File: src/rtl/cache_fill_fsm.sv
// rtl/cache_fill_fsm.sv - cache miss handler: optional dirty-line write-back, then 4-word block fill
//
// Optional feature macro: WRITEBACK_EN (write-back cache with the WB state).
// When WRITEBACK_EN is undefined the cache is write-through: victim_* inputs are unused and mem_wr is 0.
//
// Ports:
//   clk, rst                 clock; synchronous active-low reset
//   miss_req, miss_addr      miss start and faulting byte address (captured in IDLE)
//   victim_dirty/addr/data   dirty flag, block-aligned address and word read of the victim line
//   word_idx                 data-array word index (write-back read index / fill write index)
//   cache_wen, cache_wdata   data-array fill write strobe and data
//   tag_wen                  tag/valid load strobe, asserted with the final fill word
//   mem_en, mem_wr           memory request strobe and direction (1 = write)
//   mem_addr, mem_wdata      memory byte address and write data
//   mem_rdata, mem_rvalid    in-order memory read returns
//   busy, done               busy outside IDLE; done pulses for one cycle at miss completion

module cache_fill_fsm #(
    parameter int ADDR_W  = 16,
    parameter int MEM_LAT = 4
) (
    input  logic              clk,
    input  logic              rst,
    input  logic              miss_req,
    input  logic [ADDR_W-1:0] miss_addr,
    input  logic              victim_dirty,
    input  logic [ADDR_W-1:0] victim_addr,
    input  logic [15:0]       victim_data,
    output logic [1:0]        word_idx,
    output logic              cache_wen,
    output logic [15:0]       cache_wdata,
    output logic              tag_wen,
    output logic              mem_en,
    output logic              mem_wr,
    output logic [ADDR_W-1:0] mem_addr,
    output logic [15:0]       mem_wdata,
    input  logic [15:0]       mem_rdata,
    input  logic              mem_rvalid,
    output logic              busy,
    output logic              done
);

    localparam int BW = ADDR_W - 3;

    // With a latency of 4 or more no return can legitimately arrive before the
    // last read issues, so returns seen in FILL_REQ are stale (e.g. left over
    // from a reset mid-fill) and are dropped.
    localparam bit EARLY_RET = (MEM_LAT <= 3);

    typedef enum logic [2:0] {
        S_IDLE      = 3'd0,
        S_WB        = 3'd1,
        S_FILL_REQ  = 3'd2,
        S_FILL_WAIT = 3'd3,
        S_DONE      = 3'd4
    } state_t;

    state_t        state;
    state_t        state_nxt;
    logic [1:0]    wb_cnt;
    logic [1:0]    iss_cnt;
    logic [1:0]    ret_cnt;
    logic [BW-1:0] miss_base;
    logic          accept;
    logic          ret_ok;

    assign accept = (state == S_IDLE) && miss_req;
    assign ret_ok = mem_rvalid &&
                    ((state == S_FILL_WAIT) || (EARLY_RET && (state == S_FILL_REQ)));

`ifdef WRITEBACK_EN
    logic [BW-1:0] victim_base;
    logic          unused_addr_bits;
    assign unused_addr_bits = ^{miss_addr[2:0], victim_addr[2:0]};
`else
    logic          unused_victim;
    assign unused_victim = ^{miss_addr[2:0], victim_dirty, victim_addr, victim_data};
`endif

    always_ff @(posedge clk) begin
        if (!rst) begin
            state     <= S_IDLE;
            wb_cnt    <= 2'd0;
            iss_cnt   <= 2'd0;
            ret_cnt   <= 2'd0;
            miss_base <= '0;
`ifdef WRITEBACK_EN
            victim_base <= '0;
`endif
        end else begin
            state <= state_nxt;
            if (accept) begin
                miss_base <= miss_addr[ADDR_W-1:3];
`ifdef WRITEBACK_EN
                victim_base <= victim_addr[ADDR_W-1:3];
`endif
                wb_cnt  <= 2'd0;
                iss_cnt <= 2'd0;
                ret_cnt <= 2'd0;
            end
            if (state == S_WB) begin
                wb_cnt <= wb_cnt + 2'd1;
            end
            if (state == S_FILL_REQ) begin
                iss_cnt <= iss_cnt + 2'd1;
            end
            // The final return wraps ret_cnt 3->0 on the same edge that enters DONE.
            if (ret_ok) begin
                ret_cnt <= ret_cnt + 2'd1;
            end
        end
    end

    always_comb begin
        state_nxt   = state;
        word_idx    = 2'd0;
        cache_wen   = 1'b0;
        cache_wdata = mem_rdata;
        tag_wen     = 1'b0;
        mem_en      = 1'b0;
        mem_wr      = 1'b0;
        mem_addr    = '0;
        mem_wdata   = 16'h0000;
        busy        = (state != S_IDLE);
        done        = 1'b0;

        case (state)
            S_IDLE: begin
                if (miss_req) begin
`ifdef WRITEBACK_EN
                    state_nxt = victim_dirty ? S_WB : S_FILL_REQ;
`else
                    state_nxt = S_FILL_REQ;
`endif
                end
            end
`ifdef WRITEBACK_EN
            S_WB: begin
                mem_en    = 1'b1;
                mem_wr    = 1'b1;
                mem_addr  = {victim_base, wb_cnt, 1'b0};
                word_idx  = wb_cnt;
                mem_wdata = victim_data;
                if (wb_cnt == 2'd3) begin
                    state_nxt = S_FILL_REQ;
                end
            end
`endif
            S_FILL_REQ: begin
                mem_en   = 1'b1;
                mem_addr = {miss_base, iss_cnt, 1'b0};
                word_idx = ret_cnt;
                if (iss_cnt == 2'd3) begin
                    state_nxt = S_FILL_WAIT;
                end
            end
            S_FILL_WAIT: begin
                word_idx = ret_cnt;
            end
            S_DONE: begin
                done      = 1'b1;
                state_nxt = S_IDLE;
            end
            default: begin
                state_nxt = S_IDLE;
            end
        endcase

        if (ret_ok) begin
            cache_wen = 1'b1;
            if (ret_cnt == 2'd3) begin
                tag_wen   = 1'b1;
                state_nxt = S_DONE;
            end
        end
    end

endmodule

File: config.mk
export PLATFORM = sky130hd
export DESIGN_NAME = cache_fill_fsm
export DESIGN_NICKNAME = d
export VERILOG_FILES = /design/src/rtl/cache_fill_fsm.sv
export SDC_FILE = /design/constraint.sdc
export NUM_CORES = 1
export LEC_CHECK = 0
export BUFFER_PORTS_ARGS = -buffer_cell sky130_fd_sc_hd__buf_2
export CAP_MARGIN = 15
export CORE_UTILIZATION = 39
export CTS_BUF_LIST = sky130_fd_sc_hd__clkbuf_2
export DETAILED_ROUTE_END_ITERATION = 10
export PLACE_DENSITY = 0.91
export SETUP_SLACK_MARGIN = 0.02
export SLEW_MARGIN = 20
export SYNTH_ARGS = -nofsm -noshare
export SYNTH_HDL_FRONTEND = slang
export SYNTH_SLANG_ARGS = --single-unit
File: constraint.sdc
create_clock -name clk -period 3.5 [get_ports clk]
set_input_delay 0.7 -clock clk [delete_from_list [all_inputs] [get_ports clk]]
set_output_delay 0.7 -clock clk [all_outputs]
set_load 0.02 [all_outputs]
==> results.py, run 1 <==
metrics = {
    "critical_path": {
        "crit_fanout": 15,
        "start_kind": "flip-flop",
        "rrSetupSlack_ns": 1.86,
        "worstPathRequired_ns": 2.80,
        "arrival_ns": 1.77,
        "rr_startpoint": "state[2]",
        "startpoint": "state[1]",
        "r2r_cells": 3,
        "crit_type": "flip-flop to output port",
        "worst_r2r_endpoint": "ret_cnt[0]",
        "critical_path.endpoint_type": "output port",
    },
    "flow_run": {
        "drv_cap": 0,
    },
    "run_status": {
        "outcome": "finished with violations",
        "violations": "design-rule violations",
    },
    "worst_hold_path": {
        "hold_path.class": "flip-flop to flip-flop",
        "whs_path_depth": 2,
        "hp-start": "miss_base[7]",
        "hold_end": "miss_base[7]",
    },
    "sta": {
        "finalSetupViolCount": 0,
        "final_hold_viol_count": 0,
        "fin_crit_sh_pct": 70.7,
        "finalClockSkew_ns": 0.000478,
        "setup_tns_ns": 0,
        "slew_violations": 0,
        "fin_crit_ns": 2.47,
        "rsz0062_at_grt": "no",
        "max_freq_mhz": 404,
        "tightest_slew_ns": 0.841,
        "relSlewSlack_pct": 43.7,
    },
    "die": {
        "fp.coreArea_um2": 2850,
        "dieHeight_um": 57.6,
        "io_pins": 125,
        "num_rows": 19,
        "dieArea_um2": 3320,
        "die_w_um": 57.6,
        "initial_utilization_pct": 42.3,
    },
    "layout": {
        "fin_area_um2": 1260,
        "drive_above_1_share_pct": 26.8,
        "area_delta_synth_final_pct": 4.88,
        "fill_cells": 298,
        "nets": 240,
        "n_antenna_cell": 0,
        "fin_cells": 199,
        "seqCellArea_um2": 400,
        "multi_input_area_um2": 579,
    },
    "global_route": {
        "grt_pass1_wl_um": 3140,
        "grt_max_degree": 24,
        "grt_pass1_vias": 729,
        "overflow": 0,
        "grt.total_usage_pct": 12.0,
        "antenna_found_initial": 0,
    },
    "logic_synthesis": {
        "yosys-top-cells-area": "dfxtp_1 (33%), buf_4 (21%), nand2_1 (10%)",
        "synth_seq_cells": 20,
        "yosysMostFrequentCell": "buf_4",
        "synth.avg_cell_area_um2": 8.10,
        "yosys_warnings": 0,
        "synth-edff-count": 0,
        "async_reset_ff_share_pct": 0,
        "synth_top_area_share_pct": 33.2,
        "synth_area_um2": 1210,
        "synth.top_cells.by_count": "buf_4 (34), nand2_1 (33), dfxtp_1 (20)",
        "synthFlopType": "dfxtp_1",
        "yosysTopAreaCell": "dfxtp_1",
        "syn-instance-count": 149,
        "synth.distinct_cells": 27,
        "yosysSeqAreaShare_pct": 33.2,
    },
    "power_and_ir_drop": {
        "irDropWorstVdd_mv": 0.251,
        "leakagePower_nw": 0.646,
        "power_mw": 0.498,
        "pwr_density_cell_nw_per_um2": 394,
    },
    "clocking": {
        "clk_pin_slew_worst_paths_ns": 0.19,
        "cts_setup_buffers": 0,
        "cts_buffer_depth": 2,
        "ctsHoldBuffers": 0,
        "cts_tree": "done",
        "numCtsBuffers": 3,
        "cts_sinks": 20,
        "cts-resized-gates": 0,
        "cts-root-buf": "clkbuf_2",
        "clk_latency_ns": 0.30,
        "cts.htree.levels": 1,
    },
    "route": {
        "routed_wl_um": 1930,
        "wl_per_cell_um": 9.68,
        "first_pass_iters": 11,
        "vias": 890,
        "viasPerCell": 4.47,
        "drc": 2,
        "drt-initial-drc-count": 25,
        "antenna_left": 0,
    },
    "place": {
        "port-buffer-count": 38,
        "dpl.hpwl_um": 1380,
        "post-place-cells": 195,
        "gp_congestion": 0.727,
        "dpl_cell_area_um2": 1220,
    },
}
[kinds of logic after synthesis]
kind of cell / synth area share, %
buffers and inverters: 24.5
AND/OR/NAND/NOR: 28.7
flip-flops: 33.2
other: 0.311
adder cells (fa/ha/maj): 2.07
AO/OA/AOI/OAI: 11.2
[layout make-up]
cell class                 instances  area share, %
multi-input combinational        104           45.8
clock inverter                     1           2.37
timing repair buffer              39           15.6
tap                               31           3.07
clock buffer                       3           1.19
inverter                           1          0.297
sequential                        20           31.7
[layout by cell type (no fill, tap or decap)]
master and count:
a21boi_0 3, a21boi_1 10, a21oi_1 1, and2_1 17, and2b_1 1, buf_2 38, buf_4 1, bufinv_16 1
clkbuf_2 3, conb_1 18, dfxtp_1 20, ha_1 2, inv_1 1, nand2_1 33, nand2b_1 1, nand3_1 2
nand3b_1 1, nand4b_1 1, nor2_1 2, nor2b_1 1, nor3b_1 2, nor3b_2 1, nor4b_4 1, o21ai_0 1
o22ai_1 2, o31ai_1 2, or3_1 1, or4b_1 1
[worst max-delay path by stage]
stage                        endpoint
after global routing      mem_addr[7]
after detailed placement  mem_addr[2]
after floorplan               tag_wen
final                     mem_addr[2]
after global placement    mem_addr[2]
after CTS                 mem_addr[2]
[report_power, final]
group          internal (mW)  switching (mW)  total [mW]
sequential             0.239         0.00641       0.246
combinational         0.0282          0.0548      0.0830
clock                 0.0986          0.0705       0.169
[worst max-delay path: stages, from the launching register on]
cell	delay (ns)
dfxtp_1	0.50
nor3b_2	0.40
buf_4	0.26
and2_1	0.15
buf_2	0.16
[sequential cells by signal (all words and copies together) (netlist names)]
name,count
iss_cnt,2
state,3
miss_base,13
ret_cnt,2
[stage by stage]
stage / utilization [%] / setup slack [ns] / hold WS [ns]
3_3_place_gp: 42.8 / 1.36 / 0.436
5_1_grt: 44.3 / 0.859 / 0.489
6_report: 44.3 / 1.03 / 0.459
2_1_floorplan: - / 1.43 / 0.430
4_1_cts: 44.3 / 0.971 / 0.464
3_5_place_dp: 42.8 / 1.37 / 0.440
[per-layer routing]
metal / up-vias / global-route usage, % / share of wire, %
met5: - / 0 / 0
met4: 0 / 1.39 / 0.10
met3: 2 / 3.79 / 5.9
met2: 32 / 20.1 / 48
met1: 392 / 15.5 / 46
li1: 464 / - / -
(Power assumes the default switching activity.)
==> run 2, diff against run 1 <==
--- a/config.mk
+++ b/config.mk
@@ -7,10 +7,10 @@
 export LEC_CHECK = 0
 export BUFFER_PORTS_ARGS = -buffer_cell sky130_fd_sc_hd__buf_2
 export CAP_MARGIN = 15
-export CORE_UTILIZATION = 39
+export CORE_UTILIZATION = 36
 export CTS_BUF_LIST = sky130_fd_sc_hd__clkbuf_2
 export DETAILED_ROUTE_END_ITERATION = 10
-export PLACE_DENSITY = 0.91
+export PLACE_DENSITY = 0.85
 export SETUP_SLACK_MARGIN = 0.02
 export SLEW_MARGIN = 20
 export SYNTH_ARGS = -nofsm -noshare
==> constraint.sdc (replaced) <==
create_clock -name clk -period 2.41 [get_ports clk]
set_input_delay 0.482 -clock clk [delete_from_list [all_inputs] [get_ports clk]]
set_output_delay 0.482 -clock clk [all_outputs]
set_load 0.02 [all_outputs]
==> results.py, run 2 (synthesis gave the netlist of run 1 again) <==
metrics = {
    "global_route": {
        "grt_max_degree": 24,
        "grt_pass1_vias": 736,
        "grt_pass1_wl_um": 3240,
        "antenna_found_initial": 0,
        "overflow": 0,
        "grt.total_usage_pct": 12.3,
    },
    "layout": {
        "drive_above_1_share_pct": 27.2,
        "nets": 241,
        "top_regs": "miss_base (13), state (3)",
        "n_antenna_cell": 0,
        "area_delta_synth_final_pct": 6.85,
        "final_common_cell": "buf_2",
        "largest_reg_flops": 13,
        "mostFrequentLayoutCells": "buf_2 (38), nand2_1 (33), dfxtp_1 (20), conb_1 (18), and2_1 (17)",
        "regMostFlops": "miss_base",
    },
    "clocking": {
        "clk_pin_slew_worst_paths_ns": 0.20,
        "cts.htree.levels": 1,
        "cts_sinks": 20,
        "numCtsBuffers": 3,
        "cts-root-buf": "clkbuf_2",
        "cts_tree": "done",
        "clk_latency_ns": 0.31,
        "cts-resized-gates": 0,
        "cts_setup_buffers": 0,
        "ctsHoldBuffers": 0,
        "cts_buffer_depth": 2,
    },
    "critical_path": {
        "worst_path_largest_cell_delay_ns": 0.52,
        "cp_top_family": "flip-flops",
        "slowest_stage": "dfxtp_1",
        "critical_path.endpoint_type": "output port",
        "worstPathRequired_ns": 1.93,
        "start_kind": "flip-flop",
        "crit_fanout": 20,
        "crit_type": "flip-flop to output port",
        "crit_chain": "nor3b_2 -> buf_4 -> and2_1 -> buf_2",
        "arrival_ns": 1.59,
        "critPathBufInv": 2,
    },
    "route": {
        "first_pass_iters": 2,
        "routed_wl_um": 2050,
        "vias": 909,
        "wl_per_cell_um": 9.61,
        "antenna_left": 0,
        "drc": 0,
        "drt-initial-drc-count": 16,
        "viasPerCell": 4.27,
    },
    "place": {
        "post-place-ws_ns": 0.697,
        "gp_congestion": 0.721,
        "dpl.hpwl_um": 1450,
        "port-buffer-count": 38,
    },
    "run_status": {
        "outcome": "finished clean",
    },
    "sta": {
        "final_hold_viol_count": 0,
        "slew_violations": 0,
        "finalClockSkew_ns": 0.0162,
        "setup_tns_ns": 0,
        "fin_crit_ns": 2.07,
        "finalSetupViolCount": 0,
        "holdWs_ns": 0.365,
        "max_freq_mhz": 483,
        "fin_ws_ns": 0.342,
        "rsz0062_at_grt": "no",
        "fin_crit_sh_pct": 85.8,
    },
    "die": {
        "dieArea_um2": 3590,
        "num_rows": 20,
        "io_pins": 125,
        "die_w_um": 59.9,
        "fp.coreArea_um2": 3130,
        "dieHeight_um": 59.9,
        "initial_utilization_pct": 38.6,
    },
    "worst_hold_path": {
        "hold_path.class": "input pin to flip-flop",
    },
    "power_and_ir_drop": {
        "leakagePower_nw": 0.650,
        "pwr_density_cell_nw_per_um2": 565,
        "irDropWorstVdd_mv": 0.439,
    },
    "flow_run": {
        "drv_cap": 0,
    },
}
## run 2: cell count changes in the layout (fill, tap and decap cells not counted), sizes merged
cell	change
buf	+1
## run 2: stage by stage
step / cell area [um2] / cells / total power, mW / utilization, %
detailed placement: 1240 / 209 / 0.489 / 39.8
finish: 1290 / 213 / 0.728 / 41.2
CTS: 1290 / 213 / 0.742 / 41.2
global route: 1290 / 213 / 0.767 / 41.2
floorplan: 1270 / 166 / 0.516 / -
global placement: 1240 / 209 / 0.486 / 39.8
## run 2: where the power goes
| part | internal (mW) | switching, mW | total, mW |
|---|---|---|---|
| Sequential | 0.348 | 0.00986 | 0.358 |
| Combinational | 0.0424 | 0.0801 | 0.123 |
| Clock | 0.143 | 0.104 | 0.248 |
## run 2: metal layers
layer  vias to the layer above  share of wire (%)  global-route usage (%)
li1                        465                  -                       -
met1                       404                 43                    12.9
met2                        34                 51                    23.0
met3                         6                5.0                    4.33
met4                         0               0.93                    2.99
met5                         -                  0                       0
## run 2: final timing paths
check           startpoint  slack (ns)  cells past startpoint            end
max reg2reg       state[2]        0.80                      3     ret_cnt[1]
min          miss_addr[13]        0.37                      3  miss_base[10]
min reg2reg  miss_base[10]        0.46                      2  miss_base[10]
max               state[1]        0.34                      4   mem_addr[14]
## run 2: worst min-delay path: stages
cell	delay, ns
buf_2	0.10
nand2_1	0.04
a21boi_1	0.04
## run 2: cell type report
cell class	count	area (um2)
Fill cell	343	1840
Multi-Input combinational cell	104	579
Sequential cell	20	400
Timing Repair Buffer	40	205
Tap cell	44	55.1
Clock inverter	1	30.0
Clock buffer	3	15.0
Inverter	1	3.75
==> run 3, diff against run 2 <==
--- a/config.mk
+++ b/config.mk
@@ -5,12 +5,13 @@
 export SDC_FILE = /design/constraint.sdc
 export NUM_CORES = 1
 export LEC_CHECK = 0
+export ABC_AREA = 1
 export BUFFER_PORTS_ARGS = -buffer_cell sky130_fd_sc_hd__buf_2
 export CAP_MARGIN = 15
-export CORE_UTILIZATION = 36
+export CORE_UTILIZATION = 37
 export CTS_BUF_LIST = sky130_fd_sc_hd__clkbuf_2
 export DETAILED_ROUTE_END_ITERATION = 10
-export PLACE_DENSITY = 0.85
+export PLACE_DENSITY = 0.86
 export SETUP_SLACK_MARGIN = 0.02
 export SLEW_MARGIN = 20
 export SYNTH_ARGS = -nofsm -noshare
==> results.py, run 3 <==
metrics = {
    "run_status": {
        "outcome": "finished clean",
    },
    "route": {
        "routed_wl_um": 2050,
        "wl_per_cell_um": 8.44,
        "drc": 0,
        "drt-initial-drc-count": 20,
        "vias": 970,
        "first_pass_iters": 4,
        "viasPerCell": 3.99,
        "antenna_left": 0,
    },
    "global_route": {
        "grtUsageMet1_pct": 15.3,
        "grt_util_met3_pct": 1.73,
        "grt_pass1_vias": 762,
        "overflow": 0,
        "antenna_found_initial": 0,
        "use_met2_pct": 17.9,
        "grt-busiest-layer": "met2",
        "grt_pass1_wl_um": 3200,
        "grt.total_usage_pct": 11.7,
        "grt_max_degree": 32,
    },
    "die": {
        "initial_utilization_pct": 40.0,
        "num_rows": 20,
        "io_pins": 125,
        "die_w_um": 60.2,
        "fp.coreArea_um2": 3130,
        "dieHeight_um": 60.2,
        "dieArea_um2": 3620,
    },
    "place": {
        "dpl.hpwl_um": 1500,
        "gp_congestion": 0.712,
        "port-buffer-count": 38,
    },
    "sta": {
        "fin_crit_sh_pct": 81.8,
        "slew_violations": 0,
        "finalClockSkew_ns": 0.00917,
        "rsz0062_at_grt": "no",
        "finalSetupViolCount": 0,
        "final_hold_viol_count": 0,
        "tightest_slew_ns": 0.590,
        "fin_crit_ns": 1.97,
        "max_freq_mhz": 507,
        "setup_tns_ns": 0,
        "holdWs_ns": 0.399,
        "relSlewSlack_pct": 60.6,
    },
    "logic_synthesis": {
        "synth_seq_cells": 20,
        "synthSimpleGateAreaFrac_pct": 30.3,
        "synth-edff-count": 0,
        "yosysTopAreaCell": "dfxtp_1",
        "synth.top_cells.by_count": "nor2_1 (39), buf_4 (35), nand2_1 (29)",
        "yosysSeqAreaShare_pct": 32.0,
        "synth_area_um2": 1250,
        "yosysMostFrequentCell": "nor2_1",
        "synthMuxAreaShare_pct": 0,
        "synthFlopType": "dfxtp_1",
        "synth-compound-area-share_pct": 4.10,
        "synth.avg_cell_area_um2": 6.91,
        "synth_xor_area_share_pct": 0,
        "syn-instance-count": 181,
        "synthAdderAreaFrac_pct": 2.00,
        "yosys-top-cells-area": "dfxtp_1 (32%), buf_4 (21%), nor2_1 (12%)",
        "async_reset_ff_share_pct": 0,
        "synth_top_family_by_area": "buffers and inverters",
        "synth_top_area_share_pct": 32.0,
        "yosys_warnings": 0,
        "synth.distinct_cells": 23,
    },
    "layout": {
        "nets": 272,
        "fill_cells": 350,
        "final_common_cell": "nor2_1",
        "regMostFlops": "miss_base",
        "drive_above_1_share_pct": 30.2,
        "n_antenna_cell": 0,
        "top_regs": "miss_base (13), state (3)",
        "area_delta_synth_final_pct": 1.50,
        "mostFrequentLayoutCells": "nor2_1 (39), buf_2 (38), nand2_1 (29), inv_1 (20), dfxtp_1 (20)",
        "largest_reg_flops": 13,
    },
    "clocking": {
        "cts_setup_buffers": 0,
        "ctsHoldBuffers": 0,
        "cts_tree": "done",
        "cts-root-buf": "clkbuf_2",
        "clk_pin_slew_worst_paths_ns": 0.17,
        "cts.htree.levels": 1,
        "clk_latency_ns": 0.29,
        "cts_sinks": 20,
        "numCtsBuffers": 3,
        "cts_buffer_depth": 2,
        "cts-resized-gates": 0,
    },
    "power_and_ir_drop": {
        "p_clk_share_pct": 19.4,
        "power_mw": 0.646,
        "irDropWorstVdd_mv": 0.184,
        "seqPwrFrac_pct": 56.0,
        "switching_power_mw": 0.213,
        "combPwrFrac_pct": 24.7,
        "leakagePower_nw": 0.726,
        "pwr_density_cell_nw_per_um2": 509,
        "swShare_pct": 32.9,
        "p_int_mw": 0.434,
    },
    "critical_path": {
        "start_kind": "flip-flop",
        "r2r_cells": 4,
        "crit_fanout": 17,
        "worst_r2r_endpoint": "ret_cnt[0]",
        "arrival_ns": 1.49,
        "worstPathRequired_ns": 1.93,
        "crit_type": "flip-flop to output port",
        "rr_startpoint": "state[0]",
        "critical_path.endpoint_type": "output port",
        "rrSetupSlack_ns": 0.95,
    },
    "worst_hold_path": {
        "hp-start": "miss_addr[3]",
        "whs_path_depth": 3,
        "hold_path.class": "input pin to flip-flop",
        "hold_end": "miss_base[0]",
    },
    "flow_run": {
        "drv_cap": 0,
    },
}
run 3: through the flow:
step	cells	setup slack (ns)	util (%)	area (um2)
after global routing	243	0.271	40.6	1270
after floorplan	198	0.794	-	1320
after CTS	243	0.385	40.6	1270
after detailed placement	240	0.777	40.1	1250
final	243	0.438	40.6	1270
after global placement	240	0.777	40.1	1250
run 3: cells by family (layout without fill, tap and decap cells):
group / after synthesis / after routing
adder cells (fa/ha/maj): 2 / 2
flip-flops: 20 / 20
other: 1 / 18
buffers and inverters: 63 / 64
AO/OA/AOI/OAI: 9 / 9
AND/OR/NAND/NOR: 86 / 86
run 3: layout make-up:
cell class,instances,area (um2),area share [%]
flip-flops and latches,20,400,31.5
well taps,44,55.1,4.33
multi-input cells,115,523,41.2
clock buffers,3,15.0,1.18
repair buffers,38,190,15.0
inverters,23,86.3,6.80
run 3: per-layer routing:
metal	wire (um)	vias up
met5	0	-
met4	25	0
met3	132	2
met2	959	31
met1	933	420
li1	-	517
run 3: power groups by stage:
stage / Sequential (mW) / Clock (mW) / Combinational [mW]
detailed placement: 0.369 / 0 / 0.161
global placement: 0.368 / 0 / 0.159
global route: 0.365 / 0.152 / 0.180
finish: 0.362 / 0.125 / 0.159
CTS: 0.362 / 0.137 / 0.162
floorplan: 0.367 / 0 / 0.194
run 3: critical path, cell delays in order (launching register included):
cell and delay (ns):
dfxtp_1 0.45, nand2_2 0.13, nor2_4 0.14, inv_2 0.17
nor2_1 0.14, buf_2 0.17
run 3: worst max-delay path by stage:
stage                        start      endpoint  slack, ns
after floorplan           state[1]  mem_addr[10]       0.79
after global placement    state[1]  mem_addr[15]       0.78
after detailed placement  state[1]   mem_addr[3]       0.78
after CTS                 state[1]   mem_addr[3]       0.39
after global routing      state[1]   mem_addr[3]       0.27
final                     state[1]   mem_addr[3]       0.44
